[config.mk]
export PLATFORM = sky130hd
export DESIGN_NAME = opb_register_ppc2simulink
export DESIGN_NICKNAME = d
export VERILOG_FILES = /design/src/rtl/opb_register_ppc2simulink.sv
export SDC_FILE = /design/constraint.sdc
export NUM_CORES = 1
export LEC_CHECK = 0
export CELL_PAD_IN_SITES_DETAIL_PLACEMENT = 2
export CELL_PAD_IN_SITES_GLOBAL_PLACEMENT = 2
export CORE_MARGIN = 4
export CORE_UTILIZATION = 22
export DETAILED_ROUTE_END_ITERATION = 12
export GPL_ROUTABILITY_DRIVEN = 0
export GPL_TIMING_DRIVEN = 0
export HOLD_SLACK_MARGIN = 0.15
export PLACE_DENSITY_LB_ADDON = 0.05
export SLEW_MARGIN = 20
export SYNTH_ARGS = -nofsm -noshare
export SYNTH_HDL_FRONTEND = slang
export SYNTH_SLANG_ARGS = --single-unit
[constraint.sdc]
create_clock -name OPB_Clk -period 5.1 [get_ports OPB_Clk]
set_clock_uncertainty 0.15 [all_clocks]
set_input_delay 0.51 -clock OPB_Clk [delete_from_list [all_inputs] [get_ports OPB_Clk]]
set_output_delay 0.51 -clock OPB_Clk [all_outputs]
set_load 0.01 [all_outputs]
[src/rtl/opb_register_ppc2simulink.sv]
// ---------------------------------------------------------------------------
// opb_register_ppc2simulink
//
// OPB slave holding one 32-bit register that the PowerPC writes and the user
// fabric consumes. It also holds a 32-bit write counter that counts register
// updates.
//
// Address map, relative to C_BASEADDR:
//    0x0  data register (write; reads back only with the readback build)
//    0x4  write counter (read-only; reads back only with the readback build)
//    any other offset inside [C_BASEADDR, C_HIGHADDR] is acked, reads 0 and
//    ignores writes.
//
// Optional feature macro: OPB_PPC2SIM_READBACK_EN
//    defined   : reads of 0x0 return the register, reads of 0x4 the counter.
//    undefined : every read is acked with Sl_DBus = 0. The write path and the
//                counter behave the same in both builds.
//
// Ports:
//    OPB_Clk           sole clock, rising edge
//    OPB_Rst_n         asynchronous active-low reset
//    OPB_ABus[0:31]    byte address (bit 0 = MSB)
//    OPB_BE[0:3]       byte enables, BE[0] covers DBus[0:7]
//    OPB_DBus[0:31]    write data (bit 0 = MSB)
//    OPB_RNW           1 = read, 0 = write
//    OPB_select        transfer request
//    OPB_seqAddr       ignored
//    Sl_DBus[0:31]     read data, zero outside a read acknowledge
//    Sl_xferAck        transfer acknowledge
//    Sl_errAck, Sl_retry, Sl_toutSup   tied low
//    user_data_out     register value; user bit 31 = OPB bit 0
//    user_data_strobe  one-cycle pulse when user_data_out changes
//
// Timing: select sampled in cycle N, ack in N+1, user_data_out/strobe in N+2.
// After every ack the slave spends one GAP cycle, so acks are at least three
// cycles apart even if the master keeps select asserted.
// ---------------------------------------------------------------------------
module opb_register_ppc2simulink #(
   parameter logic [31:0] C_BASEADDR   = 32'h01000600,
   parameter logic [31:0] C_HIGHADDR   = 32'h010006FF,
   parameter int          C_OPB_AWIDTH = 32,
   parameter int          C_OPB_DWIDTH = 32,
   parameter string       C_FAMILY     = "virtex5"
) (
   input  logic                        OPB_Clk,
   input  logic                        OPB_Rst_n,
   input  logic [0:C_OPB_AWIDTH-1]     OPB_ABus,
   input  logic [0:C_OPB_DWIDTH/8-1]   OPB_BE,
   input  logic [0:C_OPB_DWIDTH-1]     OPB_DBus,
   input  logic                        OPB_RNW,
   input  logic                        OPB_select,
   input  logic                        OPB_seqAddr,
   output logic [0:C_OPB_DWIDTH-1]     Sl_DBus,
   output logic                        Sl_xferAck,
   output logic                        Sl_errAck,
   output logic                        Sl_retry,
   output logic                        Sl_toutSup,
   output logic [C_OPB_DWIDTH-1:0]     user_data_out,
   output logic                        user_data_strobe
);

   localparam int NB = C_OPB_DWIDTH / 8;

   localparam logic [1:0] ST_IDLE = 2'd0;
   localparam logic [1:0] ST_ACK  = 2'd1;
   localparam logic [1:0] ST_GAP  = 2'd2;

   // The family string only selects device primitives in the original core;
   // nothing in this implementation depends on it.
   localparam string unused_family = C_FAMILY;

   // Merge write data into the old register value, byte lane by byte lane.
   // be[j] guards user bits [8j+7:8j]; be[NB-1] is OPB BE[0] (the MSB lane).
   function automatic logic [C_OPB_DWIDTH-1:0] merge_lanes(
      input logic [C_OPB_DWIDTH-1:0] old_val,
      input logic [C_OPB_DWIDTH-1:0] wr_val,
      input logic [NB-1:0]           be
   );
      logic [C_OPB_DWIDTH-1:0] res;
      res = old_val;
      for (int j = 0; j < NB; j++) begin
         if (be[j]) begin
            res[8*j +: 8] = wr_val[8*j +: 8];
         end else begin
            res[8*j +: 8] = old_val[8*j +: 8];
         end
      end
      return res;
   endfunction

   // State and datapath flops.
   logic [1:0]              state_q;
   logic [1:0]              state_d;
   logic [C_OPB_DWIDTH-1:0] data_q;
   logic [C_OPB_DWIDTH-1:0] data_d;
   logic [31:0]             count_q;
   logic [31:0]             count_d;
   logic                    strobe_q;
   logic                    strobe_d;

   // Bus decode, converted to descending little-endian-numbered vectors so
   // that user bit 31 lines up with OPB bit 0 by plain assignment.
   logic [C_OPB_AWIDTH-1:0] addr_s;
   logic [C_OPB_AWIDTH-1:0] offset_s;
   logic [NB-1:0]           be_s;
   logic [C_OPB_DWIDTH-1:0] wr_data_s;
   logic [C_OPB_DWIDTH-1:0] rd_data_s;
   logic                    hit_s;
   logic                    reg_sel_s;
   logic                    cnt_sel_s;
   logic                    ack_s;
   logic                    wr_s;
   logic                    unused_s;

   assign addr_s    = OPB_ABus;
   assign be_s      = OPB_BE;
   assign wr_data_s = OPB_DBus;
   assign unused_s  = OPB_seqAddr;

   assign hit_s     = (addr_s >= C_BASEADDR) && (addr_s <= C_HIGHADDR);
   assign offset_s  = addr_s - C_BASEADDR;
   assign reg_sel_s = hit_s && (offset_s == 32'h0000_0000);
   assign cnt_sel_s = hit_s && (offset_s == 32'h0000_0004);

   // The ack is gated by the live select, so a master that withdraws select
   // in the ACK cycle gets neither an ack nor a committed write.
   assign ack_s = (state_q == ST_ACK) && OPB_select;
   assign wr_s  = ack_s && !OPB_RNW;

   // Next-state logic of the IDLE -> ACK -> GAP handshake.
   always_comb begin
      state_d = state_q;
      case (state_q)
         ST_IDLE: begin
            if (OPB_select && hit_s) begin
               state_d = ST_ACK;
            end else begin
               state_d = ST_IDLE;
            end
         end
         ST_ACK:  state_d = ST_GAP;
         ST_GAP:  state_d = ST_IDLE;
         default: state_d = ST_IDLE;
      endcase
   end

   // Register, strobe and counter updates; only a real write ack to offset 0
   // with at least one byte enable counts as an update.
   always_comb begin
      data_d   = data_q;
      strobe_d = 1'b0;
      count_d  = count_q;
      if (wr_s && reg_sel_s) begin
         data_d   = merge_lanes(data_q, wr_data_s, be_s);
         strobe_d = |be_s;
      end else begin
         data_d   = data_q;
         strobe_d = 1'b0;
      end
      if (strobe_d) begin
         count_d = count_q + 32'd1;
      end else begin
         count_d = count_q;
      end
   end

   // Read mux; reads sample the flops, i.e. the value before any update
   // landing on the same edge.
   always_comb begin
      rd_data_s = '0;
`ifdef OPB_PPC2SIM_READBACK_EN
      if (reg_sel_s) begin
         rd_data_s = data_q;
      end else if (cnt_sel_s) begin
         rd_data_s = count_q;
      end else begin
         rd_data_s = '0;
      end
`else
      if (cnt_sel_s || reg_sel_s) begin
         rd_data_s = '0;
      end else begin
         rd_data_s = '0;
      end
`endif
   end

   // Sequential state: FSM, register, strobe and write counter.
   always_ff @(posedge OPB_Clk or negedge OPB_Rst_n) begin
      if (!OPB_Rst_n) begin
         state_q  <= ST_IDLE;
         data_q   <= '0;
         strobe_q <= 1'b0;
         count_q  <= 32'h0000_0000;
      end else begin
         state_q  <= state_d;
         data_q   <= data_d;
         strobe_q <= strobe_d;
         count_q  <= count_d;
      end
   end

   // Bus outputs: read data only while a read is being acknowledged.
   assign Sl_xferAck = ack_s;
   assign Sl_DBus    = (ack_s && OPB_RNW) ? rd_data_s : '0;
   assign Sl_errAck  = 1'b0;
   assign Sl_retry   = 1'b0;
   assign Sl_toutSup = 1'b0;

   assign user_data_out    = data_q;
   assign user_data_strobe = strobe_q;

endmodule

# Word-level counts from Yosys, hierarchy flattened
# Index checks and enable logic that the tools add are counted.
dict set report op_classes {
  add_sub_neg 1
  mul 0
  div 0
  n_lt_le_gt_ge 2
  n_eq_ne 1
  shift 0
  muxes 3
  n_bitwise 0
  n_reduce_logical 14
}
# op n
set op_table {}
lappend op_table {{32-bit by 25-bit >= comparator with 1-bit output, second input constant} 1}
lappend op_table {{32-bit by 25-bit less-or-equal comparator with 1-bit output, second input constant} 1}
lappend op_table {{32-bit zero test} 1}
lappend op_table {{32-bit by 25-bit subtractor with 32-bit output, second input constant} 1}
lappend op_table {{2-bit AND reduction} 4}
lappend op_table {{1-bit logical AND} 6}
lappend op_table {{2-bit one-hot mux with 2 select lines} 1}
lappend op_table {{4-bit OR reduction} 1}
lappend op_table {{2-bit by 1-bit == test with 1-bit output, second input constant} 1}
lappend op_table {{2-bit zero test} 1}
lappend op_table {{1-bit 2-to-1 mux} 2}
lappend op_table {{1-bit zero test} 1}
dict set report totals {
  ff_bits 35
  latchBits 0
  ram_bits 0
  mem_bits_ro 0
  in_bits 73
  output_inout_bits 69
  word_cells 27
  memories 0
}

# Logic depth before layout (Yosys ltp)
dict set report logic_depth {
  depth_word 5
  ltp_mapped 5
  mapped_depth_nobuf 5
}

# Least setup slack after synthesis
# Ideal clock, no wire load.
dict set report synth_path {
  kind {input -> register}
  start {input port OPB_ABus[22] in the netlist's numbering}
  end {register data_q[0] (netlist: user_data_out[0])}
  setup_ns 0.125
  arrival_time_ns 2.184
  path_slack_ns 2.641
  cell_stages 5
  path_cell_list {ha_1 nor3_1 nand4_2 nor4_4 mux2_4}
}
dict set report synth_between {
  elab_chain_cells 5
}
# item line
set synth_rtl {}
lappend synth_rtl {{from (decl)} 47} ;# input logic [0:C_OPB_AWIDTH-1] OPB_ABus,
lappend synth_rtl {{32-bit by 25-bit subtractor with 32-bit output, or another cell as far along} 121} ;# assign offset_s = addr_s - C_BASEADDR;
lappend synth_rtl {{32-bit zero test or 1-bit logical AND (tied branches)} {122, 120}}
lappend synth_rtl {{1-bit logical AND (*)} 122} ;# assign reg_sel_s = hit_s && (offset_s == 32'h0000_0000);
lappend synth_rtl {{1-bit logical AND (*)} 153} ;# if (wr_s && reg_sel_s) begin
lappend synth_rtl {{2-bit AND reduction (no source line) (*)} -}
lappend synth_rtl {{to (signal assigned)} 197} ;# data_q <= data_d;
lappend synth_rtl {{to (decl)} 94} ;# logic [C_OPB_DWIDTH-1:0] data_q;
# Mark *: on every way between the ends. The rest lies on a longest branch, timed or not.
# A chain may end at the register's enable or synchronous reset.

# Worst setup path in the final report
dict set report layout_path {
  start {input port OPB_ABus[21] in the netlist's numbering}
  end {register data_q[25] (netlist: user_data_out[25])}
}
# The elaborated chain is that of the path after synthesis.

==> impl_metrics.toml <==
[final_layout]
stdcell_area_mm2 = 0.00345
multiInputGateArea_um2 = 980
fin_nets = 356
syn2layout_area_growth_pct = 73.2
antenna_cells = 0
final_layout_size_suffix_gt1_share_pct = 33.2
fillCellCount = 929
area.sequential_um2 = 876

[timing]
layout_worst_path_cycle_share_pct = 57.6
period_minus_slack_ps = 2940
slew-limit-headroom_pct = 41.9
finalSetupViolations = 0
max_freq_mhz = 340
setup_tns_ps = 0
hold_violations = 0
slew_viol_final = 0
grt_setup_unrepaired = "no"
tightest_slew_ps = 865

[worst_setup_path]
rr_endpoint = "user_data_out[25]"
timing_worst_setup_path_type = "input port to register"
cp_data_arrival_time_ps = 2960
timing.critical_path.max_delay_family = "simple AND/OR/NAND/NOR gates"
reg2reg_setup_slack_ps = 2700
worstPathBufferInverterCount = 1
slowest_library_cell_on_the_worst_path = "sky130_fd_sc_hd__nor4_4"
critical_path.startpoint_type = "input port"
end_kind = "register"
startpoint = "OPB_ABus[21]"
largest_fanout_of_any_net_on_the_critical_path = 8
r2r_start = "state_q[0]"
critical_path.max_stage_delay_ps = 810
crit_path_cell_trace = "clkdlybuf4s50_1 -> ha_1 -> nor3_1 -> nand4_2 -> nor4_4 -> mux2_4"
timing.reg2reg.worst_path_depth = 4
timing.critical_path.required_ps = 5120

[synth]
share_of_synthesized_area_occupied_by_flip_flops_and_latches_pct = 44.0
postSynthRegisterBits = 35
yosysWarningCount = 0
synth_area_per_cell_um2 = 14.9
netlist_instances = 134
syn_area_mm2 = 0.00199
number_of_distinct_library_cells_after_synthesis = 21

[cts]
cts-buffers-inserted = 5
clk_transition_reported_paths_ps = 70
cts_resized = 0
clock_sinks = 35
cts_setup_buffers = 0
clock_tree.buffer_depth = 2
cts_tree = "built"
clockRootBuffer = "sky130_fd_sc_hd__clkbuf_8"
htree_levels = 2
clkLatencyLatePin_ps = 280
post_cts_hold_buffer_count = 1

[floorplan]
die_height_um = 103
boundaryPins = 142
fp.dieW_um = 103
core_region_area_mm2 = 0.00876
design.die.area_mm2 = 0.0106
row_count = 34
floorplan.initialDensity_pct = 22.7

[global_route]
grt_antenna_before_repair = 0
grt_pass1_wl_um = 8900
grt_overflow = 0
grt_pass1_vias = 1725
gr-usage-all-layers_pct = 11.0
grt_max_degree = 26

[routing]
dr.first_iter.drc_count = 9
avgRoutedWirePerCell_um = 15.1
routed_via_density = 3.85
drtAntennaViolNets = 0
dr.pass1.iters = 4
remaining_drc_errors = 0
finalWirelength_um = 5910
dr_total_vias = 1504

[worst_hold_path]
hp-class = "register to register"
hold_path_startpoint = "state_q[0]"
hold_depth = 1
worst_hold_path.endpoint = "state_q[0]"

[placement]
postPlaceCellArea_mm2 = 0.00332
dp_hpwl_um = 5010
port-buffer-count = 105

[run]
maxCapViolations = 0

[pwr]
cellLeakagePower_nw = 1.60
cellPowerDensity_mw_per_mm2 = 189
total_power_mw = 0.650
peakVddDrop_v = 0.0000857

[outcome]
outcome = "finished clean"
[metal layers]
metal  track usage [%]  vias up  part of all wire, %
met5                 0        -                    0
met1              12.6      720                   38
met3              4.06        4                  9.9
li1                  -      701                    -
met2              19.2       79                   51
met4              2.99        0                  1.0
[report_power, final]
part	switching [mW]	total (mW)	internal, mW
Sequential	0.00000000109	0.277	0.277
Clock	0.104	0.262	0.158
Combinational	0.0393	0.111	0.0716
Total	0.143	0.650	0.507
[registers in the layout (all words and copies together), names as in the netlist]
| signal | count |
|---|---|
| user_data_strobe | 1 |
| state_q | 2 |
| user_data_out | 32 |
[cell usage after synthesis]
library cell	number	area share, %
sky130_fd_sc_hd__nor3_1	1	0.25
sky130_fd_sc_hd__nor4_1	3	0.94
sky130_fd_sc_hd__and4bb_1	1	0.63
sky130_fd_sc_hd__nor4_4	6	6.4
sky130_fd_sc_hd__or2_1	1	0.31
sky130_fd_sc_hd__mux2_4	32	24
sky130_fd_sc_hd__nand4_4	1	1.1
sky130_fd_sc_hd__dfrtp_1	35	44
sky130_fd_sc_hd__and4b_1	1	0.50
sky130_fd_sc_hd__conb_1	1	0.19
sky130_fd_sc_hd__nand4_2	1	0.63
sky130_fd_sc_hd__buf_4	35	13
sky130_fd_sc_hd__nor2_1	2	0.38
sky130_fd_sc_hd__nor4b_4	1	1.2
sky130_fd_sc_hd__o21ai_2	4	1.8
sky130_fd_sc_hd__nor4b_2	1	0.75
sky130_fd_sc_hd__ha_1	1	0.63
sky130_fd_sc_hd__and2_1	1	0.31
sky130_fd_sc_hd__nor4_2	2	1.3
sky130_fd_sc_hd__nor2b_1	3	0.94
sky130_fd_sc_hd__nand3_2	1	0.50
[area by class of cell]
type / instances / area share (%)
Timing Repair Buffer: 107 / 31.2
Clock inverter: 2 / 1.02
Clock buffer: 6 / 2.40
Tap cell: 108 / 3.92
Multi-Input combinational cell: 98 / 28.4
Sequential cell: 35 / 25.4
Buffer: 35 / 7.62
[worst max path at each step]
stage / end / cells after the start
floorplan: user_data_out[0] / 5
global placement: user_data_out[31] / 6
finish: user_data_out[25] / 6
detailed placement: user_data_out[25] / 6
CTS: user_data_out[25] / 6
global route: user_data_out[25] / 6
[layout by cell type, fill, tap and decap left out, drive strengths merged, types with 2 or more instances in the layout]
master / count
clkdlybuf4s50: 104
buf: 37
conb: 35
dfrtp: 35
mux2: 32
nor4: 11
clkbuf: 6
o21ai: 4
nor2b: 3
nor2: 2
nor4b: 2
nand4: 2
[stage by stage]
stage               hold WS (ps)  cells  utilization [%]  worst slack, ps
floorplan                   64.4    168                -             2640
global placement             301    381             37.7             1850
detailed placement           269    382             37.9             1880
CTS                          326    391             39.3             2140
global route                 348    391             39.3             2040
finish                       312    391             39.3             2160
[cells by family (layout without fill, tap and decap cells)]
group / Yosys count / after routing / share of synthesized area (%)
and+or+nand+nor: 26 / 26 / 16.1
adders and majority gates: 1 / 1 / 0.628
other: 1 / 35 / 0.188
muxes: 32 / 32 / 24.1
AOI/OAI and AO/OA: 4 / 4 / 1.76
DFF: 35 / 35 / 44.0
buffers and inverters: 35 / 150 / 13.2
Note: power is estimated with default switching activity, not from simulation.
